**src/rtl/patch_sched_pkg.sv**
```systemverilog
// Shared constants, FSM state encoding and patch-role encodings for the
// three-patch time-step scheduler.
package patch_sched_pkg;

   localparam int DATA_W     = 18;
   localparam int PATCH_SIZE = 16;
   localparam int ADDR_W     = 4;
   localparam int NUM_PATCH  = 3;

   typedef enum logic [3:0] {
      S_IDLE     = 4'd0,
      S_RD_CUR   = 4'd1,
      S_RD_PREV  = 4'd2,
      S_CAP_CUR  = 4'd3,
      S_CAP_PREV = 4'd4,
      S_OFFER    = 4'd5,
      S_WAIT_RES = 4'd6,
      S_WRITE    = 4'd7,
      S_ROTATE   = 4'd8,
      S_HOST_RD  = 4'd9,
      S_HOST_ACK = 4'd10
   } state_t;

   localparam logic [1:0] ROLE_CUR  = 2'd0;
   localparam logic [1:0] ROLE_PREV = 2'd1;
   localparam logic [1:0] ROLE_NEXT = 2'd2;

   localparam logic [1:0] RST_CUR_P  = 2'd0;
   localparam logic [1:0] RST_PREV_P = 2'd1;
   localparam logic [1:0] RST_NEXT_P = 2'd2;

endpackage

```
**src/rtl/patch_role_map.sv**
```systemverilog
// Holds which physical patch plays cur/prev/next, rotates the roles on request,
// and translates a host role code into a physical patch index.
module patch_role_map
   import patch_sched_pkg::*;
(
   input  logic       clk,
   input  logic       rst_n,
   input  logic       rotate_i,
   input  logic [1:0] role_i,
   output logic [1:0] cur_p_o,
   output logic [1:0] prev_p_o,
   output logic [1:0] next_p_o,
   output logic [1:0] patch_o
);

   logic [1:0] cur_q;
   logic [1:0] prev_q;
   logic [1:0] next_q;

   // The freshly written patch becomes current; the oldest one is reused for writing.
   always_ff @(posedge clk or negedge rst_n) begin
      if (!rst_n) begin
         cur_q  <= RST_CUR_P;
         prev_q <= RST_PREV_P;
         next_q <= RST_NEXT_P;
      end else if (rotate_i) begin
         cur_q  <= next_q;
         prev_q <= cur_q;
         next_q <= prev_q;
      end
   end

   always_comb begin
      patch_o = cur_q;
      case (role_i)
         ROLE_PREV: patch_o = prev_q;
         ROLE_NEXT: patch_o = next_q;
         default:   patch_o = cur_q;
      endcase
   end

   assign cur_p_o  = cur_q;
   assign prev_p_o = prev_q;
   assign next_p_o = next_q;

endmodule

```
**src/rtl/patch_step_scheduler.sv**
```systemverilog
// Time-step sequencer for the three-patch node memory: per-node read, operand
// offer, result write-back, role rotation at step end, host access between steps.
module patch_step_scheduler
   import patch_sched_pkg::*;
(
   input  logic              clk,
   input  logic              rst_n,
   input  logic              start,
   output logic              busy,
   output logic              done,
   output logic [ADDR_W-1:0] mem_addr,
   output logic [1:0]        mem_patch,
   output logic              mem_we,
   output logic [DATA_W-1:0] mem_wdata,
   input  logic [DATA_W-1:0] mem_rdata,
   output logic              upd_valid,
   input  logic              upd_ready,
   output logic [ADDR_W-1:0] upd_node,
   output logic [DATA_W-1:0] upd_cur,
   output logic [DATA_W-1:0] upd_prev,
   input  logic              res_valid,
   input  logic [DATA_W-1:0] res_data,
   input  logic              host_req,
   input  logic              host_we,
   input  logic [1:0]        host_role,
   input  logic [ADDR_W-1:0] host_addr,
   input  logic [DATA_W-1:0] host_wdata,
   output logic              host_ack,
   output logic [DATA_W-1:0] host_rdata,
   output logic [3:0]        dbg_state
);

   state_t              state_q;
   logic [ADDR_W-1:0]   node_q;
   logic                busy_q;
   logic                done_q;
   logic [ADDR_W-1:0]   mem_addr_q;
   logic [1:0]          mem_patch_q;
   logic                mem_we_q;
   logic [DATA_W-1:0]   mem_wdata_q;
   logic                upd_valid_q;
   logic [DATA_W-1:0]   upd_cur_q;
   logic [DATA_W-1:0]   upd_prev_q;
   logic                host_ack_q;
   logic [DATA_W-1:0]   host_rdata_q;
   logic                host_rd_q;

   logic                rotate_d;
   logic [1:0]          cur_p;
   logic [1:0]          prev_p;
   logic [1:0]          next_p;
   logic [1:0]          host_patch;

   assign rotate_d = (state_q == S_ROTATE);

   patch_role_map u_role_map (
      .clk      (clk),
      .rst_n    (rst_n),
      .rotate_i (rotate_d),
      .role_i   (host_role),
      .cur_p_o  (cur_p),
      .prev_p_o (prev_p),
      .next_p_o (next_p),
      .patch_o  (host_patch)
   );

   // Update-unit handshake: an operand transfer happens on a rising edge where
   // upd_valid && upd_ready; upd_valid, upd_node, upd_cur and upd_prev are held
   // until then. res_valid is only sampled in WAIT_RES and is never backpressured.
   // Memory reads are registered: an address set on leaving a state is seen by the
   // memory in the following state and its data is captured one state later.
   always_ff @(posedge clk or negedge rst_n) begin
      if (!rst_n) begin
         state_q      <= S_IDLE;
         node_q       <= '0;
         busy_q       <= 1'b0;
         done_q       <= 1'b0;
         mem_addr_q   <= '0;
         mem_patch_q  <= '0;
         mem_we_q     <= 1'b0;
         mem_wdata_q  <= '0;
         upd_valid_q  <= 1'b0;
         upd_cur_q    <= '0;
         upd_prev_q   <= '0;
         host_ack_q   <= 1'b0;
         host_rdata_q <= '0;
         host_rd_q    <= 1'b0;
      end else begin
         done_q     <= 1'b0;
         host_ack_q <= 1'b0;
         mem_we_q   <= 1'b0;
         case (state_q)
            S_IDLE: begin
               if (start) begin
                  busy_q  <= 1'b1;
                  node_q  <= '0;
                  state_q <= S_RD_CUR;
               end else if (host_req) begin
                  mem_addr_q  <= host_addr;
                  mem_patch_q <= host_patch;
                  host_rd_q   <= !host_we;
                  if (host_we) begin
                     mem_we_q    <= 1'b1;
                     mem_wdata_q <= host_wdata;
                     state_q     <= S_HOST_ACK;
                  end else begin
                     state_q <= S_HOST_RD;
                  end
               end
            end
            S_RD_CUR: begin
               mem_addr_q  <= node_q;
               mem_patch_q <= cur_p;
               state_q     <= S_RD_PREV;
            end
            S_RD_PREV: begin
               mem_patch_q <= prev_p;
               state_q     <= S_CAP_CUR;
            end
            S_CAP_CUR: begin
               upd_cur_q <= mem_rdata;
               state_q   <= S_CAP_PREV;
            end
            S_CAP_PREV: begin
               upd_prev_q  <= mem_rdata;
               upd_valid_q <= 1'b1;
               state_q     <= S_OFFER;
            end
            S_OFFER: begin
               if (upd_ready) begin
                  upd_valid_q <= 1'b0;
                  state_q     <= S_WAIT_RES;
               end
            end
            S_WAIT_RES: begin
               if (res_valid) begin
                  mem_we_q    <= 1'b1;
                  mem_patch_q <= next_p;
                  mem_addr_q  <= node_q;
                  mem_wdata_q <= res_data;
                  state_q     <= S_WRITE;
               end
            end
            S_WRITE: begin
               if (node_q == ADDR_W'(PATCH_SIZE - 1)) begin
                  state_q <= S_ROTATE;
               end else begin
                  node_q  <= node_q + 1'b1;
                  state_q <= S_RD_CUR;
               end
            end
            S_ROTATE: begin
               done_q  <= 1'b1;
               busy_q  <= 1'b0;
               node_q  <= '0;
               state_q <= S_IDLE;
            end
            S_HOST_RD: begin
               state_q <= S_HOST_ACK;
            end
            S_HOST_ACK: begin
               host_ack_q <= 1'b1;
               if (host_rd_q) host_rdata_q <= mem_rdata;
               state_q <= S_IDLE;
            end
            default: state_q <= S_IDLE;
         endcase
      end
   end

   assign busy       = busy_q;
   assign done       = done_q;
   assign mem_addr   = mem_addr_q;
   assign mem_patch  = mem_patch_q;
   assign mem_we     = mem_we_q;
   assign mem_wdata  = mem_wdata_q;
   assign upd_valid  = upd_valid_q;
   assign upd_node   = node_q;
   assign upd_cur    = upd_cur_q;
   assign upd_prev   = upd_prev_q;
   assign host_ack   = host_ack_q;
   assign host_rdata = host_rdata_q;
   assign dbg_state  = state_q;

endmodule

```
**config.mk**
```make
export PLATFORM = sky130hd
export DESIGN_NAME = patch_step_scheduler
export DESIGN_NICKNAME = d
export VERILOG_FILES = /design/src/rtl/patch_sched_pkg.sv /design/src/rtl/patch_role_map.sv /design/src/rtl/patch_step_scheduler.sv
export SDC_FILE = /design/constraint.sdc
export NUM_CORES = 1
export LEC_CHECK = 0
export ABC_AREA = 1
export CAP_MARGIN = 20
export CORE_MARGIN = 10
export CORE_UTILIZATION = 40
export DETAILED_ROUTE_END_ITERATION = 8
export GPL_TIMING_DRIVEN = 0
export PLACE_DENSITY = 0.76
export SLEW_MARGIN = 30
export SYNTH_ARGS = -nofsm -noshare
export SYNTH_HDL_FRONTEND = slang
export SYNTH_SLANG_ARGS = --single-unit
```
**constraint.sdc**
```tcl
create_clock -name clk -period 1.5 [get_ports clk]
set_input_delay 0.45 -clock clk [delete_from_list [all_inputs] [get_ports clk]]
set_output_delay 0.45 -clock clk [all_outputs]
set_load 0.005 [all_outputs]
```
==> results.yml <==
setup_path:
  regToRegSetupSlack_ps: -40
  critical_path_class: "reg2reg"
  worst_ep_required_time_ps: 1800
  cp_cell_sequence: "buf_4 > nor2_4 > nand2_4 > nor2_4 > nand2_4 > nand2_8 > clkbuf_16 > nand2_1 > nand2_1"
  critical-path-top-delay-family: "simple AND/OR/NAND/NOR gates"
  rr_startpoint: "dbg_state[2]$_DFFE_PN0P_"
  cp-startpoint: "dbg_state[2]$_DFFE_PN0P_"
  critPathCaptureType: "flop"
  cp_num_buf_inv: 2
  crit_path_max_fanout: 9
  worst-endpoint-arrival_ps: 1840
  worst_path_max_delay_cell: "dfrtp_1"
  crit_path_start_kind: "flop"
  critical_path.max_stage_delay_ps: 420
synth:
  yosys-top-cells-count: "227 x nand2_1, 96 x dfrtp_1, 66 x o21ai_0"
  synthMostInstantiatedCell: "nand2_1"
  count_of_flip_flops_with_a_built_in_enable_after_synthesis: 0
  synth_largest_area_cell: "dfrtp_1"
  synth_nets: 599
  yosys.cell_types.count: 26
  post_synth_instance_area_um2: 4350
  asyncSetResetFlopFracSynth_pct: 100
  seq_total_area_yosys_pct: 56.5
  synth_seq_cells: 98
  synth_area_per_cell_um2: 8.22
  postSynthCellCount: 529
  synthDominantCellAreaShare_pct: 55.3
  yosysWarningCount: 0
  synthTopCellsByArea: "dfrtp_1 55%, nand2_1 20%, o21ai_0 7.6%"
  flip_flop_cell_with_the_highest_count_after_synthesis: "dfrtp_1"
route:
  detail_route.iter0.violations: 242
  drt_wl_total_mm: 14.2
  number_of_detailed_routing_iterations_run_before_antenna_repair: 4
  drc: 0
  vias_per_cell: 4.85
  detail_route.wl_per_cell_um: 15.7
  number_of_routed_nets_with_antenna_violations: 0
  routed-via-count: 4376
clock_network:
  clock_latency_ps: 360
  cts_root_buf: "clkbuf_8"
  tritoncts.num_buffers: 9
  numClockSinks: 98
  clockBufferDepth: 2
  clk_pin_slew_ps: 90
  htree_levels: 3
  tritoncts: "yes"
  cts_stage_hold_buffer_count: 0
power_and_ir_drop:
  design_power_total_w: 0.0122
  pwr_density_cell_nw_per_um2: 1770
  vdd_ir_drop_max_mv: 1.00
  lkg_pwr_nw: 3.60
timing:
  fin_tns_setup_ps: -523
  grt_setup_unrepaired: "true"
  slew_headroom_pct: 71.3
  finalSetupViolations: 24
  worst-slew-pin-transition_ps: 431
  layout_worst_path_cycle_share_pct: 103
  layout_min_cycle_time_ps: 1540
  finalHoldViolCount: 0
  final.setup_skew_ps: 6.64
  fmax_mhz: 647
  post-route-worst-setup-slack_ps: -44.6
  final_max_slew_viol_count: 0
status:
  failing_checks: "setup timing"
  outcome: "finished with violations"
job:
  maxCapViolCount: 0
global_route:
  global_route.usage.total_pct: 17.3
  vias_in_the_first_global_route: 4375
  antenna_found_initial: 0
  grt_overflow_total: 0
  grt_pass1_wl_mm: 22.3
  grt_max_degree: 55
die:
  die_area_um2: 15400
  initial_core_util_pct: 40.5
  chipWidth_um: 124
  number_of_placed_i_o_pins: 158
  coreArea_um2: 10700
  rows: 38
  die_h_um: 124
placed_design:
  post-place-cells: 827
  setup_slack_at_placement_ps: -453
  place_congestion: 0.814
  place.detailed.hpwl_mm: 9.92
  port-buffer-count: 157
finish:
  final-instance-count-excl-fill: 903
  area_delta_synth_final_pct: 59.1
  antenna-diode-count: 0
  finish.utilization_pct: 64.4
  final_nets: 829
  post_route_cells_drive_above_1_share_pct: 17.6
worst_hold_path:
  worstHoldPathType: "in2async"
==> worst paths after layout <==
check,end,cells after the start
worst max-delay path,mem_wdata[11]$_DFFE_PN0P_,9
worst min-delay path,mem_patch[0]$_DFFE_PN0P_,1
worst max register to register,mem_wdata[11]$_DFFE_PN0P_,9
worst min register to register,busy$_DFFE_PN0P_,2
max in group asynchronous,u_role_map.next_p_o[1]$_DFFE_PN1P_,2
min in group clk,busy$_DFFE_PN0P_,2
==> flip-flops by register name, summed over array words and instances, names as in the netlist, 2 cells and up <==
name / count
host_rdata: 18
mem_wdata: 18
upd_cur: 18
upd_prev: 18
dbg_state: 4
mem_addr: 4
upd_node: 4
mem_patch: 2
u_role_map.cur_p_o: 2
u_role_map.next_p_o: 2
u_role_map.prev_p_o: 2
==> cell type report <==
cell class              count  area [um2]
repair buffers            219        2040
clock buffers              13         159
plain buffers              16         150
well taps                 140         175
clock inverters             2        12.5
inverters                  40         160
flip-flops and latches     98        2460
multi-input cells         375        1770
fillers                   918        3830
==> worst reg2reg max path, stage by stage (launching register included) <==
cell,delay (ps)
dfrtp_1,420
buf_4,160
nor2_4,190
nand2_4,90
nor2_4,150
nand2_4,110
nand2_8,130
clkbuf_16,150
nand2_1,50
nand2_1,50
==> repair_timing <==
item	CTS	global route
pin swaps	8	11
buffers inserted	35	25
resized for setup	146	97
gates cloned	0	1
setup endpoints to repair	169	159
==> cell usage in the layout (no fill, tap or decap), drive strengths merged <==
cell type	instances
a21oi	2
a31oi	1
buf	73
clkbuf	23
clkdlybuf4s15	60
clkdlybuf4s50	65
clkinv	1
clkinvlp	1
dfrtp	96
dfstp	2
dlygate4sd2	27
ha	3
inv	40
nand2	233
nand3	34
nand3b	3
nand4	2
nor2	26
nor3	1
o21a	1
o21ai	67
or2	1
xor2	1
==> cell families (layout without fill, tap and decap cells) <==
kind of cell / after synthesis / after routing / synth area share [%]
DFF: 98 / 98 / 56.5
buffers and inverters: 56 / 290 / 5.21
AOI/OAI and AO/OA: 71 / 71 / 8.26
xor gates and xnor gates: 1 / 1 / 0.201
and+or+nand+nor: 300 / 300 / 29.0
adders and majority gates: 3 / 3 / 0.863
==> through the flow <==
| stage | area [um2] | hold slack (ps) |
|---|---|---|
| after floorplan | 4350 | 154 |
| after global placement | 6090 | 463 |
| after detailed placement | 6120 | 407 |
| after CTS | 6570 | 10.7 |
| after global routing | 6920 | 24.3 |
| final | 6920 | 6.45 |
==> routing by layer <==
| metal | wire, um | up-vias | GRT usage [%] | share of wire [%] |
|---|---|---|---|---|
| met5 | 0 | - | 0 | 0 |
| met4 | 235 | 0 | 5.89 | 1.7 |
| met3 | 1100 | 19 | 6.47 | 7.8 |
| met2 | 6950 | 133 | 28.4 | 49 |
| met1 | 5860 | 2096 | 20.2 | 41 |
| li1 | - | 2128 | - | - |
==> where the power goes <==
| part | internal [W] | switching (W) | leakage, nW | total, W |
|---|---|---|---|---|
| combinational | 0.00321 | 0.00311 | 2.32 | 0.00632 |
| sequential | 0.00374 | 0.000618 | 1.19 | 0.00436 |
| clock | 0.000685 | 0.000864 | 0.0855 | 0.00155 |
| total | 0.00763 | 0.00459 | 3.60 | 0.0122 |
Note: power is estimated with default switching activity, not from simulation.
